==> src/rtl/mult_pkg.sv <==
// Shared definitions for the multiplier datapath: product width, accumulator
// FSM states and a saturating signed add used by downstream summation stages.
package mult_pkg;

    localparam int PROD_W = 12;

    typedef enum logic [1:0] {
        IDLE  = 2'd0,
        ACCUM = 2'd1,
        DONE  = 2'd2
    } state_t;

    typedef struct packed {
        logic [31:0] value;
        logic        ovf;
    } sat_res_t;

    // Both operands arrive sign-extended to 32 bits; width (2..31) selects the clamp range.
    function automatic sat_res_t sat_add(input logic signed [31:0] acc,
                                         input logic signed [31:0] addend,
                                         input int                 width);
        sat_res_t           res;
        logic signed [32:0] sum;
        logic signed [31:0] max_v;
        logic signed [31:0] min_v;
        sum   = $signed({acc[31], acc}) + $signed({addend[31], addend});
        max_v = (32'sd1 <<< (width - 1)) - 32'sd1;
        min_v = -(32'sd1 <<< (width - 1));
        if (sum > max_v) begin
            res.value = max_v;
            res.ovf   = 1'b1;
        end else if (sum < min_v) begin
            res.value = min_v;
            res.ovf   = 1'b1;
        end else begin
            res.value = sum[31:0];
            res.ovf   = 1'b0;
        end
        return res;
    endfunction

endpackage

==> src/rtl/product_accumulator.sv <==
// Sums a frame of N_TERMS signed products into a saturating accumulator and
// holds the result behind a done/ack handshake. ACC_W must lie in 12..31.
//   state | meaning
//   IDLE  | waiting for first product of a frame; previous result still shown
//   ACCUM | frame in progress, gaps allowed
//   DONE  | result final, inputs blocked until ack_in
module product_accumulator
    import mult_pkg::*;
#(
    parameter int N_TERMS = 4,
    parameter int ACC_W   = 16
) (
    input  logic              clk,
    input  logic              rst,
    input  logic [PROD_W-1:0] prod_in,
    input  logic              prod_valid_in,
    output logic              ready_out,
    input  logic              clear_in,
    input  logic              ack_in,
    output logic [ACC_W-1:0]  sum_out,
    output logic              done_out,
    output logic              ovf_out
);

    state_t           state_q, state_d;
    logic [7:0]       count_q, count_d;
    logic [ACC_W-1:0] sum_q, sum_d;
    logic             ovf_q, ovf_d;

    logic             accept;
    logic [31:0]      acc_ext;
    logic [31:0]      prod_ext;
    sat_res_t         add_res;
    logic [ACC_W-1:0] add_lo;
    logic [31-ACC_W:0] add_hi_unused;

    assign accept   = prod_valid_in & ready_out;
    assign acc_ext  = {{(32-ACC_W){sum_q[ACC_W-1]}}, sum_q};
    assign prod_ext = {{(32-PROD_W){prod_in[PROD_W-1]}}, prod_in};
    assign add_res  = sat_add(acc_ext, prod_ext, ACC_W);
    assign {add_hi_unused, add_lo} = add_res.value;

    always_ff @(posedge clk) begin
        if (rst) begin
            state_q <= IDLE;
            count_q <= 8'd0;
            sum_q   <= '0;
            ovf_q   <= 1'b0;
        end else begin
            state_q <= state_d;
            count_q <= count_d;
            sum_q   <= sum_d;
            ovf_q   <= ovf_d;
        end
    end

    always_comb begin
        state_d = state_q;
        count_d = count_q;
        sum_d   = sum_q;
        ovf_d   = ovf_q;
        case (state_q)
            IDLE: begin
                if (accept) begin
                    sum_d   = prod_ext[ACC_W-1:0];
                    ovf_d   = 1'b0;
                    count_d = 8'd1;
                    state_d = (N_TERMS == 1) ? DONE : ACCUM;
                end
            end
            ACCUM: begin
                if (accept) begin
                    sum_d   = add_lo;
                    ovf_d   = ovf_q | add_res.ovf;
                    count_d = count_q + 8'd1;
                    if (count_q == 8'(N_TERMS - 1)) begin
                        state_d = DONE;
                    end
                end
            end
            DONE: begin
                if (ack_in) begin
                    state_d = IDLE;
                end
            end
            default: state_d = IDLE;
        endcase
        // Abort wins over any product presented in the same cycle.
        if (clear_in) begin
            state_d = IDLE;
            count_d = 8'd0;
            sum_d   = '0;
            ovf_d   = 1'b0;
        end
    end

    always_comb begin
        ready_out = (state_q != DONE);
        done_out  = (state_q == DONE);
        sum_out   = sum_q;
        ovf_out   = ovf_q;
    end

endmodule

==> config.mk <==
export PLATFORM = sky130hd
export DESIGN_NAME = product_accumulator
export DESIGN_NICKNAME = d
export VERILOG_FILES = /design/src/rtl/mult_pkg.sv /design/src/rtl/product_accumulator.sv
export SDC_FILE = /design/constraint.sdc
export NUM_CORES = 1
export LEC_CHECK = 0
export CAP_MARGIN = 25
export CORE_ASPECT_RATIO = 0.75
export CORE_MARGIN = 4
export CORE_UTILIZATION = 50
export CTS_BUF_LIST = sky130_fd_sc_hd__clkbuf_8
export CTS_CLUSTER_SIZE = 12
export DETAILED_ROUTE_END_ITERATION = 10
export PLACE_DENSITY_LB_ADDON = 0.25
export SLEW_MARGIN = 20
export SYNTH_ARGS = -nofsm -noshare
export SYNTH_HDL_FRONTEND = slang
export SYNTH_SLANG_ARGS = --single-unit
==> constraint.sdc <==
create_clock -name clk -period 9.6 [get_ports clk]
set_clock_uncertainty 0.2 [all_clocks]
set_input_delay 2.4 -clock clk [delete_from_list [all_inputs] [get_ports clk]]
set_output_delay 2.4 -clock clk [all_outputs]
set_load 0.01 [all_outputs]
==> results.toml <==
[status]
status = "finished clean"

[drt]
postRouteAntennaNets = 0
drc = 0
total_wirelength_um = 4714
detail_route.vias_per_cell = 5.645
routedWlPerCell_um = 14.07
drt_first_pass_iters = 4
detailroute.via_count = 1891
drtIter0Drc = 66

[sta]
setup_tns_ps = 0
finalHoldViolCount = 0
layout_setup_ws_ps = 4257
layout_min_cycle_time_ps = 5343
final_min_period_over_clock_period = 0.5566
transition_time_at_the_pin_with_the_least_slew_margin_ps = 724.3
unrepaired_setup_endpoints_after_global_routing = "false"
setup_viol = 0
timing.fmax_ghz = 0.1871
final_slew_violations = 0
timing.max_slew.rel_slack = 0.5162

[logic_synthesis]
largest_family_of_logic_cells_by_synthesized_area = "compound AO/OA/AOI/OAI gates"
synth_fp_nets = 285
ys_seq_elements = 27
yosys.area_share.adder = 0.1147
post_synth_inst_count = 250
yosys.area_share.xor_xnor = 0.06909
synth_edf_count = 0
yosys_most_used_dff = "sky130_fd_sc_hd__dfxtp_1"
synth_area_in_simple_gates = 0.1937
synth.mux.area_fraction = 0
synthesis.area_per_instance_um2 = 8.113
ys_types = 49
ys_seq_area_frac = 0.2665
asyncSetResetFlopFracSynth = 0
synthesis.area_um2 = 2028
compound_gate_fraction_of_synth_area = 0.3196
ys.warnings.count = 0

[run]
max_cap_violations = 0

[floorplanning]
count_of_boundary_i_o_pins = 36
fp-row-count = 19
area_of_the_die_um2 = 5150
start_util = 0.5366
floorplan.core_area_um2 = 3780
die_x_um = 81.54
dieHeight_um = 63.16

[finish]
fin_nets = 319
fraction_of_layout_instances_using_a_drive_strength_above_1 = 0.06360
fillers = 325
antenna_cells = 0
area_growth_syn_to_layout_pct = 21.47

[global_route]
track_usage = 0.1901
first_global_vias = 1721
grt_antenna_before_repair = 0
grt_start_max_net_pins = 20
gr-total-overflow = 0
global_route_wire_length_before_repair_um = 7969

[clock_tree]
clk_pin_slew_worst_paths_ps = 110
tritoncts_num_sinks = 27
cts_repair_resize_count = 0
worstSkewPairLatency_ps = 280
max-clock-path-buffers = 2
cts.hold.buffers_added = 0
cts_inserted_buffers = 3
cts-htree-levels = 1
cts_tree = "built"
post_cts_buffers = 0
root_buffer_master = "sky130_fd_sc_hd__clkbuf_8"

[worst_setup_path]
timing.rr.end = "sum_out[8]"
number_of_cells_on_the_worst_reg_to_reg_path = 10
worst-endpoint-required_ps = 9600
worst_setup_path_end_kind = "flip-flop"
rrSetupSlack_ps = 6510
worst_setup_path_startpoint = "prod_in[0]"
cp_data_arrival_time_ps = 5350
endpoint = "sum_out[8]"
regToRegStartpoint = "sum_out[0]"
crit_type = "input port to flip-flop"
critical_path_maximum_fanout = 15
crit_path_start_kind = "input port"

[power]
p_leak_nw = 0.9577
power.density_cell_area_nw_per_um2 = 104.6
max-vdd-ir-drop_v = 0.00007979

[min_path]
whs_path_depth = 2
holdCritPathClass = "flip-flop to flip-flop"

[placement]
gp_congestion = 0.9167
place_ws_ps = 4000
final_hpwl_dp_um = 3617
port_buffers = 35
[critical path: stages]
cell and delay, ps:
sky130_fd_sc_hd__clkdlybuf4s50_1 490, sky130_fd_sc_hd__ha_1 210, sky130_fd_sc_hd__inv_1 70, sky130_fd_sc_hd__fa_1 370, sky130_fd_sc_hd__nand2b_1 180, sky130_fd_sc_hd__a21oi_1 320, sky130_fd_sc_hd__o2111ai_1 160, sky130_fd_sc_hd__and3_1 270
sky130_fd_sc_hd__a31oi_4 440, sky130_fd_sc_hd__a211oi_1 160, sky130_fd_sc_hd__nor4_2 260
[registers in the layout (all words and copies together) (netlist names)]
signal   cells
ovf_out      1
state_q      2
sum_out     16
count_q      8
[report_power, final]
| group | total [mW] | internal (mW) | switching [mW] | leakage [nW] |
|---|---|---|---|---|
| sequential | 0.119 | 0.115 | 0.00352 | 0.220 |
| combinational | 0.0687 | 0.0316 | 0.0370 | 0.716 |
| clock | 0.0703 | 0.0296 | 0.0407 | 0.0217 |
[layout make-up]
type / instances / area [µm²] / area share
clock buffers: 3 / 41.29 / 0.01676
clock inverters: 1 / 7.507 / 0.003047
flip-flops and latches: 27 / 540.5 / 0.2194
repair buffers: 36 / 357.8 / 0.1453
inverters: 10 / 37.54 / 0.01524
well taps: 52 / 65.06 / 0.02641
multi-input cells: 206 / 1414 / 0.5739
[routing by layer]
| layer | global-route usage | wire length [µm] | up-vias |
|---|---|---|---|
| li1 | - | - | 993 |
| met1 | 0.2931 | 2508 | 852 |
| met2 | 0.2734 | 1888 | 44 |
| met3 | 0.03989 | 293 | 2 |
| met4 | 0.02532 | 24 | 0 |
| met5 | 0 | 0 | - |
[synthesized netlist by cell type, types with 3 or more instances]
library cell / n / area, µm²
sky130_fd_sc_hd__nand2_1: 20 / 75.07
sky130_fd_sc_hd__or2_2: 3 / 18.77
sky130_fd_sc_hd__nand3_1: 7 / 35.03
sky130_fd_sc_hd__inv_1: 10 / 37.54
sky130_fd_sc_hd__nor3_1: 5 / 25.02
sky130_fd_sc_hd__xor2_1: 9 / 78.83
sky130_fd_sc_hd__a21oi_1: 27 / 135.1
sky130_fd_sc_hd__nand2b_1: 5 / 31.28
sky130_fd_sc_hd__a31oi_1: 4 / 25.02
sky130_fd_sc_hd__a21o_1: 5 / 37.54
sky130_fd_sc_hd__o21ai_0: 22 / 110.1
sky130_fd_sc_hd__nor2_1: 17 / 63.81
sky130_fd_sc_hd__nor2b_1: 3 / 18.77
sky130_fd_sc_hd__dfxtp_1: 27 / 540.5
sky130_fd_sc_hd__nand4_1: 3 / 18.77
sky130_fd_sc_hd__and3_1: 4 / 25.02
sky130_fd_sc_hd__o211ai_2: 3 / 37.54
sky130_fd_sc_hd__clkbuf_1: 4 / 15.01
sky130_fd_sc_hd__o211ai_1: 6 / 45.04
sky130_fd_sc_hd__o21ai_1: 11 / 55.05
sky130_fd_sc_hd__xnor2_1: 7 / 61.31
sky130_fd_sc_hd__ha_1: 17 / 212.7
[worst min path at each step]
stage                          start    endpoint
final                        ovf_out     ovf_out
after global routing         ovf_out     ovf_out
after CTS                    ovf_out     ovf_out
after detailed placement     ovf_out     ovf_out
after global placement       ovf_out     ovf_out
after floorplan           count_q[1]  count_q[1]
[cells by family (layout without fill, tap and decap cells)]
| kind of cell | Yosys count | count (layout) |
|---|---|---|
| xor gates and xnor gates | 16 | 16 |
| AOI/OAI and AO/OA | 95 | 95 |
| adders and majority gates | 18 | 18 |
| DFF | 27 | 27 |
| buffers and inverters | 17 | 50 |
| and+or+nand+nor | 77 | 77 |
[stage by stage]
step	cell area, µm²	hold WS, ps	cells	utilization	power (mW)
CTS	2464	256.9	335	0.6518	0.2577
detailed placement	2415	242.5	331	0.6389	0.1890
finish	2464	253.2	335	0.6518	0.2578
global route	2464	278.4	335	0.6518	0.2697
global placement	2415	234.9	331	0.6389	0.1884
floorplan	2028	244.2	250	-	0.1667
[layout by cell type, fill, tap and decap left out, types with 6 or more instances in the layout]
master,count
sky130_fd_sc_hd__a21oi_1,27
sky130_fd_sc_hd__clkdlybuf4s50_1,35
sky130_fd_sc_hd__dfxtp_1,27
sky130_fd_sc_hd__ha_1,17
sky130_fd_sc_hd__inv_1,10
sky130_fd_sc_hd__nand2_1,20
sky130_fd_sc_hd__nand3_1,7
sky130_fd_sc_hd__nor2_1,17
sky130_fd_sc_hd__o211ai_1,6
sky130_fd_sc_hd__o21ai_0,22
sky130_fd_sc_hd__o21ai_1,11
sky130_fd_sc_hd__xnor2_1,7
sky130_fd_sc_hd__xor2_1,9
Note: power is estimated with default switching activity, not from simulation.
